$ cat src/rtl/dm_hart_handshake.sv
// Hart-side debug-memory responder: decodes park-loop handshake stores, serves per-hart
// go/resume flag bytes and sequences abstract commands. Optional watchdog: DM_HART_TIMEOUT_EN.
module dm_hart_handshake #(
  parameter int AXI_DATA_W     = 32,
  parameter int NHART          = 4,
  parameter int TIMEOUT_CYCLES = 1024
) (
  input  logic                  clk,
  input  logic                  rst,
  input  logic                  mem_req,
  input  logic                  mem_we,
  input  logic [11:0]           mem_addr,
  input  logic [AXI_DATA_W-1:0] mem_wdata,
  output logic                  mem_rsp,
  output logic [AXI_DATA_W-1:0] mem_rdata,
  input  logic [3:0]            hartsel,
  input  logic                  resumereq,
  input  logic                  cmd_start,
  output logic                  cmd_busy,
  output logic                  cmd_done,
  output logic                  cmd_exception,
  output logic                  cmd_err_halt,
  output logic [NHART-1:0]      halted,
  output logic [NHART-1:0]      resumeack
);

  if (AXI_DATA_W != 32 && AXI_DATA_W != 64) begin : g_bad_width
    $error("dm_hart_handshake: AXI_DATA_W must be 32 or 64");
  end
  if (NHART < 1 || NHART > 16) begin : g_bad_nhart
    $error("dm_hart_handshake: NHART must be 1..16");
  end

  localparam int LB    = (AXI_DATA_W == 64) ? 3 : 2;
  localparam int BYTES = AXI_DATA_W / 8;

  typedef enum logic [1:0] {S_IDLE, S_GO, S_EXEC} state_e;

  state_e                  state_q;
  logic [NHART-1:0]        halted_q, resumeack_q, go_q, resume_q;
  logic [3:0]              tgt_q;
  logic                    busy_q, done_q, exc_q, errh_q, rsp_q;
  logic [AXI_DATA_W-1:0]   rdata_q, rdata_d;
`ifdef DM_HART_TIMEOUT_EN
  logic [15:0]             cnt_q;
`else
  localparam int unused_timeout = TIMEOUT_CYCLES;
`endif

  // On a 64-bit bus the hartid sits in whichever 32-bit word the address names.
  logic                  word_hi;
  logic [AXI_DATA_W-1:0] wsh;
  logic [3:0]            wr_hart;
  logic                  unused_wdata;
  assign word_hi      = (AXI_DATA_W == 64) && mem_addr[2];
  assign wsh          = mem_wdata >> {word_hi, 5'b0};
  assign wr_hart      = wsh[3:0];
  assign unused_wdata = ^wsh[AXI_DATA_W-1:4];

  logic wr, hart_ok, wr_halted, wr_going, wr_resuming, wr_exc, tgt_hit;
  assign wr          = mem_req && mem_we;
  assign hart_ok     = int'(wr_hart) < NHART;
  assign wr_halted   = wr && hart_ok && (mem_addr == 12'h100);
  assign wr_going    = wr && hart_ok && (mem_addr == 12'h104);
  assign wr_resuming = wr && hart_ok && (mem_addr == 12'h108);
  assign wr_exc      = wr && hart_ok && (mem_addr == 12'h10C);
  assign tgt_hit     = (wr_hart == tgt_q);

  logic [15:0] halted_pad, go_pad, res_pad;
  logic        sel_ok, sel_halted, resume_ok;
  assign halted_pad = 16'(halted_q);
  assign go_pad     = 16'(go_q);
  assign res_pad    = 16'(resume_q);
  assign sel_ok     = int'(hartsel) < NHART;
  assign sel_halted = sel_ok && halted_pad[hartsel];
  // Resume sees the halted state after this cycle's store has been applied.
  assign resume_ok  = sel_ok &&
                      ((halted_pad[hartsel] && !(wr_resuming && wr_hart == hartsel)) ||
                       (wr_halted && wr_hart == hartsel));

  logic        rd_en;
  logic [11:0] rd_off;
  assign rd_en  = mem_req && !mem_we && (mem_addr >= 12'h400) &&
                  (int'(mem_addr) < 'h400 + NHART);
  assign rd_off = {mem_addr[11:LB], {LB{1'b0}}} - 12'h400;

  for (genvar g = 0; g < BYTES; g++) begin : g_lane
    logic [11:0] idx;
    assign idx = rd_off + 12'(g);
    assign rdata_d[8*g +: 8] = (rd_en && int'(idx) < NHART) ?
                               {6'b0, res_pad[idx[3:0]], go_pad[idx[3:0]]} : 8'h00;
  end

  always_ff @(posedge clk or posedge rst) begin
    if (rst) begin
      state_q     <= S_IDLE;
      halted_q    <= '0;
      resumeack_q <= '0;
      go_q        <= '0;
      resume_q    <= '0;
      tgt_q       <= '0;
      busy_q      <= 1'b0;
      done_q      <= 1'b0;
      exc_q       <= 1'b0;
      errh_q      <= 1'b0;
      rsp_q       <= 1'b0;
      rdata_q     <= '0;
`ifdef DM_HART_TIMEOUT_EN
      cnt_q       <= '0;
`endif
    end else begin
      rsp_q   <= mem_req;
      rdata_q <= rdata_d;
      done_q  <= 1'b0;
      exc_q   <= 1'b0;
      errh_q  <= 1'b0;

      for (int k = 0; k < NHART; k++) begin
        if (wr_hart == 4'(k)) begin
          if (wr_halted) begin
            halted_q[k] <= 1'b1;
            resume_q[k] <= 1'b0;
          end
          if (wr_going) go_q[k] <= 1'b0;
          if (wr_resuming) begin
            halted_q[k]    <= 1'b0;
            resumeack_q[k] <= 1'b1;
            resume_q[k]    <= 1'b0;
          end
        end
      end

      case (state_q)
        S_IDLE: begin
          if (cmd_start) begin
            if (!sel_halted) begin
              errh_q <= 1'b1;
            end else begin
              tgt_q   <= hartsel;
              state_q <= S_GO;
              busy_q  <= 1'b1;
              for (int k = 0; k < NHART; k++)
                if (hartsel == 4'(k)) go_q[k] <= 1'b1;
`ifdef DM_HART_TIMEOUT_EN
              cnt_q   <= '0;
`endif
            end
          end else if (resumereq && resume_ok) begin
            for (int k = 0; k < NHART; k++)
              if (hartsel == 4'(k)) begin
                resume_q[k]    <= 1'b1;
                resumeack_q[k] <= 1'b0;
              end
          end
        end
        default: begin
          if (state_q == S_EXEC && tgt_hit && wr_exc) begin
            exc_q   <= 1'b1;
            busy_q  <= 1'b0;
            state_q <= S_IDLE;
          end else if (state_q == S_EXEC && tgt_hit && wr_halted) begin
            done_q  <= 1'b1;
            busy_q  <= 1'b0;
            state_q <= S_IDLE;
`ifdef DM_HART_TIMEOUT_EN
          end else if (cnt_q == 16'(TIMEOUT_CYCLES - 1)) begin
            for (int k = 0; k < NHART; k++)
              if (tgt_q == 4'(k)) go_q[k] <= 1'b0;
            exc_q   <= 1'b1;
            busy_q  <= 1'b0;
            state_q <= S_IDLE;
`endif
          end else begin
            if (state_q == S_GO && tgt_hit && wr_going) state_q <= S_EXEC;
`ifdef DM_HART_TIMEOUT_EN
            cnt_q <= cnt_q + 16'd1;
`endif
          end
        end
      endcase
    end
  end

  assign mem_rsp       = rsp_q;
  assign mem_rdata     = rdata_q;
  assign cmd_busy      = busy_q;
  assign cmd_done      = done_q;
  assign cmd_exception = exc_q;
  assign cmd_err_halt  = errh_q;
  assign halted        = halted_q;
  assign resumeack     = resumeack_q;

endmodule

$ cat config.mk
export PLATFORM = sky130hd
export DESIGN_NAME = dm_hart_handshake
export DESIGN_NICKNAME = d
export VERILOG_FILES = /design/src/rtl/dm_hart_handshake.sv
export SDC_FILE = /design/constraint.sdc
export NUM_CORES = 1
export LEC_CHECK = 0
export CAP_MARGIN = 15
export CORE_ASPECT_RATIO = 0.7
export CORE_MARGIN = 5
export CORE_UTILIZATION = 44
export DETAILED_ROUTE_END_ITERATION = 10
export PLACE_DENSITY = 0.82
export SYNTH_ARGS = -nofsm -noshare
export SYNTH_HDL_FRONTEND = slang
export SYNTH_SLANG_ARGS = --single-unit
$ cat constraint.sdc
create_clock -name clk -period 3.1 [get_ports clk]
set_input_delay 0.465 -clock clk [delete_from_list [all_inputs] [get_ports clk]]
set_output_delay 0.465 -clock clk [all_outputs]
set_load 0.05 [all_outputs]
Yosys cells after proc, flatten, opt, wreduce, memory -nomap -nowiden
Index checks and enable logic that the tools add are counted.
{ "op_classes": {"n_div": 0, "n_eq_ne": 16, "n_bitwise": 0, "n_lt_le_gt_ge": 13, "multipliers": 0, "n_mux": 92, "reduce_logical": 40, "n_addsub": 4, "shift": 0} }
{ "ops": {"columns": ["operator", "count"], "rows": [
  ["1-bit two-way mux", 64],
  ["12-bit by 9-bit equality test with 1-bit output (second input constant)", 4],
  ["12-bit by 3-bit < comparator with 1-bit output (second input constant)", 4],
  ["1-bit binary-select mux with 4-bit select", 9],
  ["4-bit two-way mux", 9],
  ["4-bit by 5-bit < comparator with 1-bit output (second input constant)", 5],
  ["12-bit by 2-bit adder with 12-bit output (second input constant)", 2],
  ["1-bit logical AND", 24],
  ["2-bit two-way mux", 10],
  ["4-bit by 2-bit equality test with 1-bit output (second input constant)", 4],
  ["12-bit by 1-bit adder with 12-bit output (second input constant)", 1],
  ["12-bit by 11-bit >= comparator with 1-bit output (second input constant)", 1],
  ["12-bit by 11-bit < comparator with 1-bit output (second input constant)", 1],
  ["12-bit by 11-bit subtractor with 12-bit output (second input constant)", 1],
  ["3-bit AND reduction", 3],
  ["4-bit by 1-bit equality test with 1-bit output (second input constant)", 2],
  ["4-bit equality test", 2],
  ["4-bit logical NOT", 2],
  ["4-bit by 3-bit < comparator with 1-bit output (second input constant)", 2],
  ["2-bit AND reduction", 4],
  ["2-bit != test (second input constant)", 2],
  ["4-bit nonzero test", 1],
  ["3-bit nonzero test", 1],
  ["2-bit by 1-bit equality test with 1-bit output (second input constant)", 1],
  ["other kinds (5)", 6]
]} }
{ "word_totals": {"latch_bits": 0, "memories": 0, "ff_bits": 53, "wordCells": 180, "romBits": 0, "inputBits": 54, "out_inout_bits": 45, "mem_bits_rw": 0} }

Longest topological paths before layout
{ "logic_depth": {"word_depth": 12, "ltp_mapped": 6, "mapped_depth_nobuf": 4} }

Worst setup path before layout
OpenSTA, ideal clock, no wires.
{ "synth_path": {"kind": "in2reg", "startpoint": "input mem_wdata[2]", "endpoint": "register resume_q[0]", "arrival_ns": 1.683, "stages": 5, "path_slack_ns": 1.293, "required_ns": 2.976, "setup_time_ns": 0.124, "n_path_buf": 1, "path_cell_list": "clkbuf_1 -> nor4_1 -> inv_1 -> o31a_1 -> a211o_1"} }
{ "synth_via": {"elab_chain_cells": 12, "elab_cells_between_ends": 20, "cone_classes": "1 x order compare; 1 x eq/ne; 7 x mux; 11 x reduce/logical"} }
{ "synth_rtl": {"columns": ["element", "line", "text"], "rows": [
  ["start: declaration", "13", "input logic [AXI_DATA_W-1:0] mem_wdata,"],
  ["parallel branches: the longest is 11 deep, another holds 4-bit by 3-bit < comparator with 1-bit output", null, null],
  ["4-bit two-way mux *", "133", "case (state_q)"],
  ["end signal: indexed assignment", "122", "resume_q[k] <= 1'b0;"],
  ["end signal: indexed assignment", "128", "resume_q[k] <= 1'b0;"],
  ["end signal: indexed assignment", "151", "resume_q[k] <= 1'b1;"],
  ["end: declaration", "40", "logic [NHART-1:0] halted_q, resumeack_q, go_q, resume_q;"]
]} }
Mark *: on every way between the ends.
A chain may end at the register's enable or synchronous reset.

Final worst setup path
{ "layout_path": {"startpoint": "input mem_addr[4]", "endpoint": "register resumeack_q[2] (netlist: resumeack[2])"} }
{ "layout_via": {"elab_chain_cells": 11, "elab_cells_between_ends": 17, "cone_classes": "2 x eq/ne; 6 x mux; 9 x reduce/logical"} }
{ "layout_rtl": {"columns": ["element", "line", "text"], "rows": [
  ["start: declaration", "12", "input logic [11:0] mem_addr,"],
  ["12-bit by 9-bit equality test with 1-bit output", "65", "assign wr_resuming = wr && hart_ok && (mem_addr == 12'h108);"],
  ["1-bit logical AND", "65", null],
  ["1-bit logical AND", "78", "((halted_pad[hartsel] && !(wr_resuming && wr_hart == hartsel)) ||"],
  ["1-bit logical NOT", "78", null],
  ["1-bit logical AND", "78", null],
  ["1-bit logical OR", "78", null],
  ["1-bit logical AND", "77", "assign resume_ok = sel_ok &&"],
  ["1-bit logical AND", "148", "end else if (resumereq && resume_ok) begin"],
  ["4-bit two-way mux", "148", null],
  ["4-bit two-way mux", "135", "if (cmd_start) begin"],
  ["4-bit two-way mux *", "133", null],
  ["end signal: assignment", "98", "resumeack_q <= '0;"],
  ["end signal: indexed assignment", "127", "resumeack_q[k] <= 1'b1;"],
  ["end signal: indexed assignment", "152", "resumeack_q[k] <= 1'b0;"],
  ["end: declaration", "40", null]
]} }
Mark *: on every way between the ends. The rest lies on a longest branch, timed or not.

==> metrics.txt <==
flop2flop setup slack=1270 ps; outcome=finished, final reports clean; crit path capture type=flip-flop; Setup TNS=0 ps; cts bufs inserted=5; Hold Buf Count CTS=0; Top delay family on crit path=simple AND/OR/NAND/NOR gates; Reg power frac=roughly half; R2R cell count=4; Routed Antenna Nets=0; Avg Cell Area, Syn=approximately 10 µm²; CP max stage delay=630 ps; final net count=between 200 and 300; Slew HR=~57%; worst skew pair latency=~280 ps; RD Place Congestion=between 0.9 and 1; clk_skew=around 2.6 ps; H-tree depth=2; Non-Filler Instances=between 200 and 300; IO Port Bufs=46; hpwl dp=3.909 mm; # diodes=0; vias in the first global route=around 1.6k; P_leak=1.120 nW; largest net degree at the start of global routing=36; Crit Path Class=in -> reg; Clock Path Buffers=2; critical path's slowest cell=nor3_1; initial antenna violation count=0; First-pass DRT Iterations=4; Cell Count Post-Placement=around 290; Placed Area=0.002450 mm²; initial detailed-routing violation count=95; Comb pwr share=between 15 and 20%; period utilization=about three quarters; clock power share=between 30% and 40%; Root Driver=clkbuf_8; Yosys reg bits=35; DRC Markers=0; RSZ-0062 raised after global routing=false; max-slew violations=0; Cell Chain, Critical Path=clkdlybuf4s50_1 > nor4b_4 > nand4b_4 > nor3_1 > a211oi_1; crit path max fanout=16; Area Growth Syn to Fin=23.64%; Seq/Total Area, Yosys=around 43%; Final Hold Slack=501.0 ps; Worst Tran Pin Value=roughly 640 ps; GRT Total Usage=between 15 and 20%; Congestion Overflow GR=0; Hold Crit Class=reg -> reg; power per cell area=around 370 mW/mm²; CTS resizes=0; Post-Layout Inst Area=between 0.002 and 0.003 mm²; drt total wl=between 4 and 5 mm; first-pass GRT wire length=7.948 mm; R2R Path Start=state_q[1]; Syn Inst Count=roughly 200; CP Buf/Inv Count=1; Max-Cap Viols=0; stages on the worst setup path=5; arrival time worst endpoint=between 2000 and 2500 ps; number of synthesized flops with an enable pin=0; CTS tree=built; worst slack, placed=487.9 ps; area of the core=about 0.0044 mm²; Ys Warns=0; layout cells sized above 1=between 8 and 9%; ys async rst share=100.0%; VDD IR-drop max=178.9 µV; total chip power=approximately 0.94 mW; WP data required=around 3200 ps; Netlist cell types=47; CP Launch Point=mem_addr[4]; # fillers=396; vias per inst=around 5.5; final setup margin=~770 ps; ys flop type=dfrtp_1; P_sw=roughly 0.28 mW; die width=between 90 and 100 µm; clock-pin slew on the worst setup and hold paths=~70 ps; endpoints failing setup=0; die height=between 60 and 70 µm; final-report hold violation count=0; Initial Utilization=around 46%; final core occ=between 50% and 60%; I/O pin count=99; r2r endpoint=resumeack[2]; switching fraction of total power=between 20% and 30%; Clock Sinks=35; internal power=between 0.6 and 0.7 mW; Post-CTS Repair Setup Buffers=0; CP Capture Point=resumeack[2]; Die Area=about 0.0062 mm²; WL per Instance=around 17 µm; total number of vias=between 1.5k and 2k; achievable frequency=between 400 and 500 MHz; row cnt=20; critical path startpoint category=input port; Cell Area, Synth=slightly above 0.002 mm²; fin crit period=~2300 ps
-- final cells by class --
type / count / area [µm²] / area share, %
tap: 55 / 68.82 / 2.711
timing repair buffer: 49 / 483.0 / 19.02
multi-input combinational: 141 / 992.2 / 39.08
clock inverter: 3 / 20.02 / 0.7886
sequential: 35 / 875.8 / 34.50
inverter: 8 / 30.03 / 1.183
clock buffer: 5 / 68.82 / 2.711
-- cell usage after synthesis (2+ instances only) --
master / count / area [µm²]
and4b_1: 2 / 20.02
mux2i_1: 3 / 30.03
a21oi_1: 2 / 10.01
nor4_1: 10 / 62.56
clkbuf_1: 10 / 37.54
xnor2_1: 8 / 70.07
nor2_1: 3 / 11.26
a31oi_1: 2 / 12.51
o31a_1: 7 / 61.31
buf_4: 25 / 187.7
nand3_1: 3 / 15.01
a211oi_1: 3 / 22.52
nor3_1: 6 / 30.03
a41oi_1: 3 / 26.28
and2_1: 11 / 68.82
o41ai_1: 3 / 26.28
nand2b_1: 2 / 12.51
a211o_1: 4 / 35.03
o31ai_1: 12 / 90.09
nor4b_1: 3 / 26.28
mux2_2: 3 / 33.78
nand4_1: 4 / 25.02
dfrtp_1: 35 / 875.8
nand2_1: 4 / 15.01
inv_1: 8 / 30.03
-- cell families after synthesis --
| group | count (synthesis) | share of synthesized area, % |
|---|---|---|
| AND/OR/NAND/NOR | 63 | 21.88 |
| XOR/XNOR | 9 | 3.839 |
| AO/OA/AOI/OAI | 39 | 15.11 |
| multiplexers | 6 | 3.108 |
| flip-flops | 35 | 42.66 |
| other | 1 | 0.1826 |
| buffers and inverters | 45 | 13.22 |
-- worst min path at each step --
stage | start | end | cells after the start
after floorplan | resume_q[3] | resume_q[3] | 1
after global placement | resume_q[3] | mem_rdata[25] | 1
after detailed placement | resume_q[3] | resume_q[3] | 1
after CTS | resume_q[3] | resume_q[3] | 1
after global routing | tgt_q[3] | tgt_q[3] | 1
final | resume_q[3] | resume_q[3] | 1
-- sequential cells by signal (all words and copies together), names as in the netlist --
register       cells
halted             4
mem_rdata          8
cmd_exception      1
go_q               4
cmd_err_halt       1
state_q            2
mem_rsp            1
resume_q           4
tgt_q              4
resumeack          4
cmd_done           1
cmd_busy           1
-- power by group through the flow --
stage	clock [mW]	sequential (mW)	combinational, mW
after detailed placement	0	0.466	0.160
after floorplan	0	0.469	0.132
after global routing	0.355	0.457	0.171
after global placement	0	0.466	0.158
final	0.321	0.457	0.162
after CTS	0.332	0.457	0.160
-- layout by cell type (no fill, tap or decap), drive strengths merged, types with 4 or more instances in the layout --
cell / n
a211o: 4
o31a: 7
nand4: 4
nand3: 4
inv: 8
clkdlybuf4s50: 46
conb: 24
nor4: 10
nor4b: 4
nand2: 4
dfrtp: 35
nor3: 7
and2: 11
nor2: 4
xnor2: 8
clkbuf: 5
o31ai: 12
-- per-layer routing --
layer	global-route usage [%]	share of wire (%)	up-vias
li1	-	-	772
met1	23.44	45	790
met2	26.30	47	68
met3	4.788	7.8	2
met4	3.383	0.24	0
met5	0	0	-
Note: power is estimated with default switching activity, not from simulation.
